## src/rtl/player_sprite_drawer.sv

```systemverilog
// player_sprite_drawer
//   Turns the player's top-left position into a stream of single-pixel writes
//   for a 160x120 VGA framebuffer adapter. On each frame tick, the block first
//   erases the sprite at the previously drawn position using BG_COLOUR. It then
//   redraws the sprite at the current position using FG_COLOUR. One pixel is
//   written per clock, scanning in row-major order.
//
//   Optional build macro: SKIP_UNCHANGED_EN
//     When this macro is defined, a start at the same position as the last
//     drawn sprite skips both passes. The sequence goes straight to the finish
//     cycle.
//
// Ports
//   clk      : rising-edge system clock
//   reset_n  : synchronous, active-HIGH reset (the name is historical)
//   start    : 1-cycle frame tick; accepted only while idle and not busy
//   x_pos    : player x (top-left corner of the sprite), 8 bits
//   y_pos    : player y (top-left corner of the sprite), 7 bits
//   x_out    : pixel x sent to the adapter
//   y_out    : pixel y sent to the adapter
//   colour   : pixel colour
//   plot     : write strobe; high when x_out/y_out/colour form a valid pixel
//   busy     : high from the accepted start through the done cycle
//   done     : 1-cycle pulse when a sequence completes
module player_sprite_drawer #(
  parameter int         SPRITE_W  = 4,
  parameter int         SPRITE_H  = 4,
  parameter int         SCREEN_W  = 160,
  parameter int         SCREEN_H  = 120,
  parameter logic [2:0] FG_COLOUR = 3'b111,
  parameter logic [2:0] BG_COLOUR = 3'b000
) (
  input  logic       clk,
  input  logic       reset_n,
  input  logic       start,
  input  logic [7:0] x_pos,
  input  logic [6:0] y_pos,
  output logic [7:0] x_out,
  output logic [6:0] y_out,
  output logic [2:0] colour,
  output logic       plot,
  output logic       busy,
  output logic       done
);

  typedef enum logic [1:0] {IDLE, ERASE, DRAW, FIN} state_t;

  state_t     state;
  logic [7:0] cur_x, prev_x;
  logic [6:0] cur_y, prev_y;
  logic       prev_valid;
  // 4-bit counters cover sprite sizes 1..16
  logic [3:0] dx, dy;

  logic [7:0] base_x;
  logic [6:0] base_y;
  logic [8:0] wide_x;   // one bit wider than the port so off-screen pixels are visible
  logic [7:0] wide_y;
  logic       on_screen;
  logic       row_end, pass_end;
  logic       same_pos;

  always_comb begin
    base_x = cur_x;
    base_y = cur_y;
    if (state == ERASE) begin
      base_x = prev_x;
      base_y = prev_y;
    end
    wide_x    = {1'b0, base_x} + {5'b0, dx};
    wide_y    = {1'b0, base_y} + {4'b0, dy};
    on_screen = (wide_x < 9'(SCREEN_W)) && (wide_y < 8'(SCREEN_H));
    row_end   = (dx == 4'(SPRITE_W - 1));
    pass_end  = row_end && (dy == 4'(SPRITE_H - 1));
  end

`ifdef SKIP_UNCHANGED_EN
  assign same_pos = prev_valid && (x_pos == prev_x) && (y_pos == prev_y);
`else
  assign same_pos = 1'b0;
`endif

  always_ff @(posedge clk) begin
    if (reset_n) begin
      state      <= IDLE;
      cur_x      <= '0;
      cur_y      <= '0;
      prev_x     <= '0;
      prev_y     <= '0;
      prev_valid <= 1'b0;
      dx         <= '0;
      dy         <= '0;
      x_out      <= '0;
      y_out      <= '0;
      colour     <= '0;
      plot       <= 1'b0;
      busy       <= 1'b0;
      done       <= 1'b0;
    end else begin
      case (state)
        IDLE: begin
          plot <= 1'b0;
          done <= 1'b0;
          busy <= 1'b0;
          // busy is still high for one cycle after FIN (the done cycle),
          // so a start coinciding with done is dropped here
          if (start && !busy) begin
            cur_x <= x_pos;
            cur_y <= y_pos;
            dx    <= '0;
            dy    <= '0;
            busy  <= 1'b1;
            if (same_pos)        state <= FIN;
            else if (prev_valid) state <= ERASE;
            else                 state <= DRAW;
          end
        end
        ERASE, DRAW: begin
          x_out  <= wide_x[7:0];
          y_out  <= wide_y[6:0];
          colour <= (state == ERASE) ? BG_COLOUR : FG_COLOUR;
          // clipped pixels still consume a cycle, so the timing is fixed
          plot   <= on_screen;
          if (row_end) begin
            dx <= '0;
            if (pass_end) begin
              dy    <= '0;
              state <= (state == ERASE) ? DRAW : FIN;
            end else begin
              dy <= dy + 4'd1;
            end
          end else begin
            dx <= dx + 4'd1;
          end
        end
        FIN: begin
          plot       <= 1'b0;
          done       <= 1'b1;
          prev_x     <= cur_x;
          prev_y     <= cur_y;
          prev_valid <= 1'b1;
          state      <= IDLE;
        end
        default: state <= IDLE;
      endcase
    end
  end

endmodule
```

## config.mk

```make
export PLATFORM = sky130hd
export DESIGN_NAME = player_sprite_drawer
export DESIGN_NICKNAME = d
export VERILOG_FILES = /design/src/rtl/player_sprite_drawer.sv
export SDC_FILE = /design/constraint.sdc
export NUM_CORES = 1
export LEC_CHECK = 0
export ABC_AREA = 1
export BUFFER_PORTS_ARGS = -buffer_cell sky130_fd_sc_hd__buf_2
export CAP_MARGIN = 15
export CORE_UTILIZATION = 50
export DETAILED_ROUTE_END_ITERATION = 8
export GPL_TIMING_DRIVEN = 0
export PLACE_DENSITY = 0.71
export SYNTH_ARGS = -nofsm -noshare
export SYNTH_HDL_FRONTEND = slang
export SYNTH_SLANG_ARGS = --single-unit
```

## constraint.sdc

```tcl
create_clock -name clk -period 3 [get_ports clk]
set_input_delay 0.6 -clock clk [delete_from_list [all_inputs] [get_ports clk]]
set_output_delay 0.6 -clock clk [all_outputs]
set_load 0.01 [all_outputs]
```

==> results of run 1 <==
-- tightest hold or removal path, delay by kind of cell (launching register included) --
| family | cells | cell delay (ps) |
|---|---|---|
| compound gates | 1 | 60 |
| flops | 1 | 300 |
| buf+inv | 1 | 70 |
-- cell usage in the layout, fill, tap and decap left out, types with 2 or more instances in the layout --
cell       count
clkbuf_1      13
nand4_1        2
a21oi_1       45
ha_1          14
inv_2          3
nand2_1       57
clkinv_2       2
buf_4          2
xor2_1         5
nand2_2        3
bufinv_16      2
nor2_2         2
nand2_4        2
fa_1           2
clkbuf_8      12
a211oi_1       2
o21ai_1        3
nor3_1         3
buf_6          2
nor2_1        39
inv_1         50
o21ai_0       60
nand3_1       19
buf_2         39
dfxtp_1       60
-- cell families after synthesis --
group                    count (synthesis)  share of synthesized area
AND/OR/NAND/NOR                        132                      0.198
AO/OA/AOI/OAI                          113                      0.198
buffers and inverters                   73                      0.102
flip-flops                              60                      0.411
adder cells (fa/ha/maj)                 16                     0.0736
XOR/XNOR                                 6                     0.0180
-- what timing repair did --
item,4_1_cts,5_1_grt
gates resized for setup,0,2
setup endpoints to repair,0,4
hold endpoints to repair,0,0
-- final timing paths --
path	startpoint	to	slack, ps	cells past startpoint
hold reg to reg	cur_y[0]	cur_y[0]	470	2
hold / removal	cur_y[0]	cur_y[0]	470	2
setup reg to reg	state[1]	plot	180	18
setup / recovery	state[1]	plot	180	18
-- registers in the layout, indices dropped and copies added, names as in the netlist --
register / count
x_out: 8
prev_x: 8
state: 2
dx: 4
prev_y: 7
cur_x: 8
busy: 1
done: 1
colour: 1
dy: 4
plot: 1
cur_y: 7
prev_valid: 1
y_out: 7
-- per-layer routing --
layer / wire, microns / track usage
met3: 306 / 0.0500
met5: 0 / 0
met2: 3310 / 0.411
met4: 91 / 0.0944
met1: 3220 / 0.311
-- layout make-up --
class,instances,area [sq um]
inverter,53,199
clock buffer,12,165
timing repair buffer,38,190
buffer,20,100
fill,541,2130
tap,72,90.1
multi-input combinational,267,1420
clock inverter,4,70.1
sequential,60,1200
-- power by group through the flow --
stage	clock, uW	combinational, uW	sequential, uW
after floorplan	0	1110	1210
after global placement	0	1590	1160
after detailed placement	0	1620	1170
after CTS	860	1640	1150
after global routing	907	1880	1180
final	852	1640	1150
-- metrics by stage --
step                hold WS, ps  setup slack (ps)  cell area, sq um
floorplan                   444               585              2920
global placement            465               197              3200
detailed placement          466               147              3200
CTS                         475               103              3440
global route                503              47.0              3440
finish                      472               183              3440
==> impl_metrics.json, run 1 <==
{
  "outcome": "completed",
  "power_leakage_uw": 0.00163,
  "avgSynthCellArea_sq_um": 7.31,
  "critPathArrivalTime_ps": 3100,
  "path_common_cell": "nand2_1",
  "finalCritPeriodShare": 0.939,
  "maxCapViolations": 0,
  "drive_gt1_frac": 0.161,
  "grt_max_degree": 11,
  "cp_cell_sequence": "inv_1 > ha_1 > buf_6 > buf_6 > clkbuf_2 > nand2_1 > o21ai_0 > ha_1 > fa_1 > nand3_1 > nand3_1 > nand2_1 > nand2_1 > nand2_1 > nand3_1 > nand2_1 > nand2_1 > nor2_1",
  "dr_total_vias": 2737,
  "drt_pass1_iterations": 4,
  "clock_path_buffers": 2,
  "worst_setup_path_end_kind": "flip-flop",
  "power_density_nw_per_um2": 1060,
  "grt_pass1_wl_microns": 11500,
  "nets": 483,
  "period_minus_slack_ps": 2820,
  "total_power_uw": 3650,
  "worst_path_max_delay_cell": "fa_1",
  "final_cells": 526,
  "die_x_microns": 78.5,
  "drc": 0,
  "coreArea_sq_um": 5570,
  "postCtsHoldBufs": 0,
  "synth_area_leader_cell": "dfxtp_1",
  "synthCells": 400,
  "netSwitchingPower_uw": 1520,
  "cts_made_buffers": 9,
  "wl_per_cell_microns": 13.2,
  "crit_buf_inv": 4,
  "rsz0062_at_grt": "no",
  "ys_top_cells_by_area": "dfxtp_1 (41%), o21ai_0 (10%), a21oi_1 (7.7%), nand2_1 (7.3%), inv_1 (6.4%)",
  "finalMaxSlewViolations": 0,
  "relSlewSlack": 0.623,
  "tightestPinTransition_ps": 566,
  "gr-usage-all-layers": 0.246,
  "setup_viol": 0,
  "clock_sinks": 60,
  "hold_path.class": "reg -> reg",
  "postCtsSetupBuffers": 0,
  "htreeDepth": 3,
  "swShare": 0.417,
  "synth_top_area_share": 0.411,
  "routed_wl_microns": 6930,
  "clk_pin_slew_ps": 70,
  "critPathLaunchType": "flip-flop",
  "seq_area_frac_synth": 0.411,
  "crit_family": "simple AND/OR/NAND/NOR gates",
  "peakVddDrop_mv": 0.568,
  "synth-edff-count": 0,
  "synth_area_sq_um": 2920,
  "initial_utilization": 0.524,
  "yosys-top-cells-count": "dfxtp_1 (60), o21ai_0 (60), nand2_1 (57), inv_1 (50), a21oi_1 (45)",
  "power_frac_comb": 0.451,
  "yosys_warnings": 0,
  "viasPerCell": 5.20,
  "num_rows": 27,
  "ys_ff_latch": 60,
  "synth.distinct_cells": 32,
  "hold_violations": 0,
  "criticalPathCategory": "reg -> reg",
  "seq_power_share": 0.315,
  "skew_ps": 6.11,
  "clkLatencyLatePin_ps": 340,
  "dpl.cell_count": 510,
  "critPathMaxFanout": 10,
  "antenna_found_initial": 0,
  "fin_tns_setup_ps": 0,
  "ys.flop_type": "dfxtp_1",
  "p_int_uw": 2130,
  "die-area_sq_um": 6160,
  "first_global_vias": 2483,
  "synthArstFlopShare": 0,
  "cts_tree": "built",
  "power.share.clock": 0.234,
  "portBuffers": 38,
  "grt_overflow": 0,
  "worstPathRequired_ps": 3280,
  "slowest_delay_ps": 410,
  "fp.dieH_microns": 78.5,
  "hpwl_microns": 5040,
  "drtAntennaViolNets": 0,
  "root_buffer": "clkbuf_8",
  "fmax_mhz": 355,
  "antenna_cells": 0,
  "area_growth_pct": 17.7,
  "drtIter0Drc": 150,
  "final_util": 0.617,
  "syn_nets": 434,
  "routabilityCongestion": 0.897,
  "io_pins": 39
}
Power figures use the tool's default switching activity.
==> inputs of run 2 (changes only) <==
--- a/config.mk
+++ b/config.mk
@@ -5,7 +5,6 @@
 export SDC_FILE = /design/constraint.sdc
 export NUM_CORES = 1
 export LEC_CHECK = 0
-export ABC_AREA = 1
 export BUFFER_PORTS_ARGS = -buffer_cell sky130_fd_sc_hd__buf_2
 export CAP_MARGIN = 15
 export CORE_UTILIZATION = 50
==> run 2 against run 1 <==
Net effect:
- worst setup slack worse by 6.4 ps
- cell area rose by 0.95%
- via count fell by 7.9%
- worst hold slack got worse by 5.2 ps
- maximum frequency fell by 0.23%
- clock power shrank 20%
- critical path depth down 7
- clock-buffer cell count is 3 higher
- power down 21%
- synthesized area increased by 2.0%
- critical endpoint unchanged
==> impl_metrics.json, run 2 <==
{
  "avgSynthCellArea_sq_um": 8.92,
  "mostFrequentLayoutCell": "dfxtp_1",
  "drt_pass1_iterations": 4,
  "routed_wl_microns": 6950,
  "synth.distinct_cells": 48,
  "synth_area_sq_um": 2980,
  "ys.flop_type": "dfxtp_1",
  "syn_nets": 368,
  "grt_pass1_wl_microns": 11200,
  "cts_made_buffers": 9,
  "yosys_warnings": 0,
  "antenna_found_initial": 0,
  "relSlewSlack": 0.537,
  "finalCritPeriodShare": 0.941,
  "coreArea_sq_um": 5640,
  "yosys.area_share.simple": 0.176,
  "critPathLaunchType": "flip-flop",
  "antenna_cells": 0,
  "postCtsSetupBuffers": 0,
  "synth_top_area_share": 0.403,
  "synth.area.mux_share": 0.139,
  "finalMaxSlewViolations": 0,
  "hold_depth": 2,
  "synth_area_leader_cell": "dfxtp_1",
  "clock_path_buffers": 2,
  "ys_ff_latch": 60,
  "synthArstFlopShare": 0,
  "worst_path_max_delay_cell": "or4_1",
  "fmax_mhz": 354,
  "skew_ps": 8.55,
  "drtIter0Drc": 115,
  "postPlaceCellArea_sq_um": 3260,
  "area_growth_pct": 16.5,
  "wl_per_cell_microns": 15.1,
  "yosysMostFrequentCell": "dfxtp_1",
  "synthXorXnorAreaFrac": 0.0206,
  "num_rows": 27,
  "worst_slack_ps": 177,
  "fp.dieH_microns": 79.2,
  "reg2regPathDepth": 11,
  "seq_area_frac_synth": 0.403,
  "io_pins": 39,
  "final_cell_mix": "dfxtp_1 (60), nor2_1 (42), buf_2 (39)",
  "worst_setup_path_end_kind": "flip-flop",
  "clock_sinks": 60,
  "clk_pin_slew_ps": 70,
  "routabilityCongestion": 0.806,
  "cts_tree": "built",
  "yosys-top-cells-count": "dfxtp_1 (60), nor2_1 (42), nand2_1 (38), mux2i_1 (29), a21oi_1 (28)",
  "die_x_microns": 79.2,
  "synthAdderAreaFrac": 0.0722,
  "portBuffers": 38,
  "maxCapViolations": 0,
  "worstPathRequired_ps": 3260,
  "slowest_delay_ps": 420,
  "hold_path.class": "reg -> reg",
  "hold_violations": 0,
  "rsz0062_at_grt": "no",
  "die-area_sq_um": 6270,
  "power_density_nw_per_um2": 832,
  "place_ws_ps": -267,
  "top_regs": "cur_x: 8 flops, prev_x: 8 flops, x_out: 8 flops",
  "ys_top_cells_by_area": "dfxtp_1 (40%), mux2i_1 (9.7%), ha_1 (5.9%), nor2_1 (5.3%), nand2_1 (4.8%)",
  "drc": 0,
  "fin_tns_setup_ps": 0,
  "cp_cell_sequence": "inv_1 > ha_4 > buf_12 > mux2_2 > ha_1 > fa_2 > nand3_1 > nand2_1 > xnor2_1 > or4_1 > a31oi_2",
  "cp.depth": 11,
  "criticalPathCategory": "reg -> reg",
  "critPathMaxFanout": 19,
  "root_buffer": "clkbuf_8",
  "synthCells": 334,
  "peakVddDrop_mv": 0.430,
  "synth_compound_area_frac": 0.144,
  "crit_family": "adder cells",
  "period_minus_slack_ps": 2820,
  "viasPerCell": 5.49,
  "initial_utilization": 0.528,
  "grt_overflow": 0,
  "nets": 416,
  "whs_ps": 467,
  "crit_buf_inv": 2,
  "power_leakage_uw": 0.00140,
  "first_global_vias": 2348,
  "dr_total_vias": 2520,
  "setup_viol": 0,
  "synth_top_family_by_area": "simple AND/OR/NAND/NOR gates",
  "tightestPinTransition_ps": 694,
  "drive_gt1_frac": 0.196,
  "hpwl_microns": 4860,
  "htreeDepth": 3,
  "clkLatencyLatePin_ps": 340,
  "final_cell_area_sq_um": 3470,
  "critPathArrivalTime_ps": 3080,
  "drtAntennaViolNets": 0,
  "synth-edff-count": 0,
  "grt_max_degree": 20,
  "outcome": "completed",
  "gr-usage-all-layers": 0.242
}
## run 2: cell count changes after synthesis, moves of 4 or more
cell	previous run	this run
nand3_1	19	10
inv_1	50	8
xor2_1	5	1
mux2_2	0	8
a21oi_1	45	28
a22oi_1	0	4
xnor2_1	1	6
a211oi_1	2	10
nand2_1	57	38
mux2i_1	0	29
o21ai_0	60	7
nor2b_1	0	5
clkbuf_1	14	8
## run 2: path summary, 6_finish.rpt
check | startpoint | end | slack (ps)
worst max-delay path | state[1] | plot | 180
worst min-delay path | x_out[5] | x_out[5] | 470
worst max register to register | state[1] | plot | 180
worst min register to register | x_out[5] | x_out[5] | 470
## run 2: kinds of logic (layout without fill, tap and decap cells)
logic type      count (synthesis)  in the layout
buf+inv                        27             80
fa+ha+maj                      16             16
simple gates                  117            117
flops                          60             60
xor+xnor                        7              7
compound gates                 68             68
mux                            39             39
## run 2: power breakdown
part	internal, uW	leakage [uW]	switching [uW]
Sequential	913	0.000487	86.8
Combinational	466	0.000817	740
Clock	368	0.0000937	316
Total	1750	0.00140	1140
## run 2: worst min-delay path, cell delays in order, from the launching register on
cell	delay [ps]
dfxtp_1	310
nand2_1	60
a21oi_1	50
## run 2: routing by layer
metal | global-route usage | wire length, microns | vias up
li1 | - | - | 1265
met5 | 0 | 0 | -
met2 | 0.387 | 3120 | 77
met1 | 0.304 | 3280 | 1161
met3 | 0.0402 | 361 | 17
met4 | 0.142 | 180 | 0
## run 2: cell type report
cell class | count | area [sq um]
tap | 72 | 90.1
multi-input combinational | 247 | 1670
fill | 523 | 2170
sequential | 60 | 1200
clock buffer | 15 | 176
buffer | 18 | 108
timing repair buffer | 38 | 190
clock inverter | 1 | 5.00
inverter | 8 | 30.0
## run 2: what timing repair did
| item | CTS | global route |
|---|---|---|
| pin swaps | 0 | 1 |
| hold buffers | 0 | 0 |
| setup endpoints to repair | 2 | 1 |
| gates resized for setup | 2 | 5 |
| hold endpoints to repair | 0 | 0 |
## run 2: stage by stage
stage,power [uW],util,std cells
after floorplan,1850,-,334
after global placement,2170,0.578,444
after detailed placement,2190,0.578,444
after CTS,2870,0.611,459
after global routing,3060,0.615,459
final,2890,0.615,459
==> inputs of run 3 (changes only) <==
--- a/config.mk
+++ b/config.mk
@@ -8,6 +8,8 @@
 export BUFFER_PORTS_ARGS = -buffer_cell sky130_fd_sc_hd__buf_2
 export CAP_MARGIN = 15
 export CORE_UTILIZATION = 50
+export CTS_BUF_LIST = sky130_fd_sc_hd__clkbuf_4 sky130_fd_sc_hd__clkbuf_8
+export CTS_CLUSTER_DIAMETER = 120
 export DETAILED_ROUTE_END_ITERATION = 8
 export GPL_TIMING_DRIVEN = 0
 export PLACE_DENSITY = 0.71
==> run 3 against run 2 <==
Net effect:
- clock power grew 3.1%
- maximum frequency up 0.41%
- critical path depth unchanged
- utilization grew 0.20 points
- clock-buffer cell count stayed put
- critical endpoint unchanged
- largest cell class unchanged
- largest power group unchanged
- highest routed layer unchanged
==> impl_metrics.json, run 3 (same netlist as run 2, synthesis figures left out) <==
{
  "outcome": "completed",
  "critPathLaunchType": "flip-flop",
  "grt_overflow": 0,
  "postPlaceCellArea_sq_um": 3260,
  "power_density_nw_per_um2": 836,
  "critPathArrivalTime_ps": 3070,
  "initial_utilization": 0.528,
  "drive_gt1_frac": 0.204,
  "final_cell_mix": "dfxtp_1 (60), nor2_1 (42), buf_2 (39)",
  "cp_cell_sequence": "inv_1 > ha_4 > buf_12 > mux2_2 > ha_1 > fa_2 > nand3_1 > nand2_1 > xnor2_1 > or4_1 > a31oi_2",
  "antenna_found_initial": 0,
  "critPathMaxFanout": 19,
  "antenna_cells": 0,
  "die_x_microns": 79.2,
  "grt_max_degree": 20,
  "worst_setup_path_end_kind": "flip-flop",
  "criticalPathCategory": "reg -> reg",
  "grt_pass1_wl_microns": 11300,
  "drt_pass1_iterations": 4,
  "cts_tree": "built",
  "worst_path_max_delay_cell": "or4_1",
  "portBuffers": 38,
  "hpwl_microns": 4860,
  "mostFrequentLayoutCell": "dfxtp_1",
  "power_leakage_uw": 0.00141,
  "finalCritPeriodShare": 0.937,
  "total_power_uw": 2910,
  "root_buffer": "clkbuf_8",
  "relSlewSlack": 0.530,
  "r2r_slack_ps": 190,
  "drc": 0,
  "hold_violations": 0,
  "drtAntennaViolNets": 0,
  "fmax_mhz": 356,
  "finalMaxSlewViolations": 0,
  "area_growth_pct": 16.9,
  "maxCapViolations": 0,
  "hold_depth": 2,
  "wl_per_cell_microns": 15.1,
  "slowest_delay_ps": 420,
  "clock_sinks": 60,
  "min_to": "x_out[5]",
  "clock_path_buffers": 2,
  "hold_path.class": "reg -> reg",
  "fp.dieH_microns": 79.2,
  "final_util": 0.617,
  "gr-usage-all-layers": 0.244,
  "cts_made_buffers": 9,
  "die-area_sq_um": 6270,
  "final_cell_area_sq_um": 3480,
  "clk_pin_slew_ps": 60,
  "num_rows": 27,
  "whs_ps": 467,
  "final_cells": 459,
  "peakVddDrop_mv": 0.454,
  "r2r_end": "plot",
  "clkLatencyLatePin_ps": 340,
  "reg2regPathDepth": 11,
  "routabilityCongestion": 0.806,
  "nets": 416,
  "rsz0062_at_grt": "no",
  "r2r_start": "state[1]",
  "coreArea_sq_um": 5640,
  "dr_total_vias": 2508,
  "top_regs": "cur_x: 8 flops, prev_x: 8 flops, x_out: 8 flops",
  "tightestPinTransition_ps": 706,
  "io_pins": 39,
  "drtIter0Drc": 126,
  "worstHoldStart": "x_out[5]",
  "first_global_vias": 2354,
  "period_minus_slack_ps": 2810,
  "htreeDepth": 3,
  "dpl.cell_count": 444,
  "viasPerCell": 5.46,
  "routed_wl_microns": 6940,
  "worstPathRequired_ps": 3260,
  "fill_cells": 520,
  "setup_viol": 0,
  "skew_ps": 8.33
}
run 3: cell type report:
| type | count | area, sq um | share of cell area |
|---|---|---|---|
| Clock buffer | 15 | 188 | 0.0539 |
| Tap cell | 72 | 90.1 | 0.0259 |
| Inverter | 8 | 30.0 | 0.00862 |
| Sequential cell | 60 | 1200 | 0.345 |
| Buffer | 18 | 108 | 0.0309 |
| Multi-Input combinational cell | 247 | 1670 | 0.480 |
| Clock inverter | 1 | 5.00 | 0.00144 |
| Timing Repair Buffer | 38 | 190 | 0.0546 |
run 3: worst max path at each step:
| stage | startpoint | to | cells past startpoint |
|---|---|---|---|
| 6_report | state[1] | plot | 11 |
| 3_5_place_dp | state[1] | plot | 12 |
| 3_3_place_gp | state[1] | plot | 12 |
| 4_1_cts | state[1] | plot | 11 |
| 2_1_floorplan | state[1] | plot | 12 |
| 5_1_grt | state[1] | plot | 11 |
run 3: timing repair:
action | in CTS | in global routing
setup endpoints to repair | 2 | 1
hold endpoints to repair | 0 | 0
pin swaps | 0 | 1
resized for setup | 2 | 5
hold buffers | 0 | 0
setup buffers | 0 | 0
run 3: per-stage QoR:
step           worst slack [ps]  setup TNS [ps]
2_1_floorplan               164               0
3_3_place_gp               -192            -192
3_5_place_dp               -267            -322
4_1_cts                    6.33               0
5_1_grt                    46.3               0
6_report                    189               0
run 3: worst max-delay path, delay by kind of cell (launching register included):
| kind | cells | cell delay (ps) |
|---|---|---|
| compound gates | 1 | 180 |
| xor+xnor | 1 | 140 |
| fa+ha+maj | 3 | 780 |
| buf+inv | 2 | 300 |
| flops | 1 | 340 |
| mux | 1 | 350 |
| simple gates | 3 | 650 |
run 3: per-layer routing:
metal / wire length (microns) / track usage / vias to the layer above
met5: 0 / 0 / -
met4: 187 / 0.142 / 0
met3: 337 / 0.0437 / 17
met2: 3160 / 0.390 / 74
met1: 3260 / 0.307 / 1151
li1: - / - / 1266
run 3: report_power, final:
| part | switching [uW] | total [uW] | leakage [uW] | internal [uW] |
|---|---|---|---|---|
| Combinational | 740 | 1210 | 0.000817 | 466 |
| Sequential | 86.3 | 999 | 0.000487 | 913 |
| Clock | 310 | 705 | 0.000104 | 395 |
| Total | 1140 | 2910 | 0.00141 | 1770 |
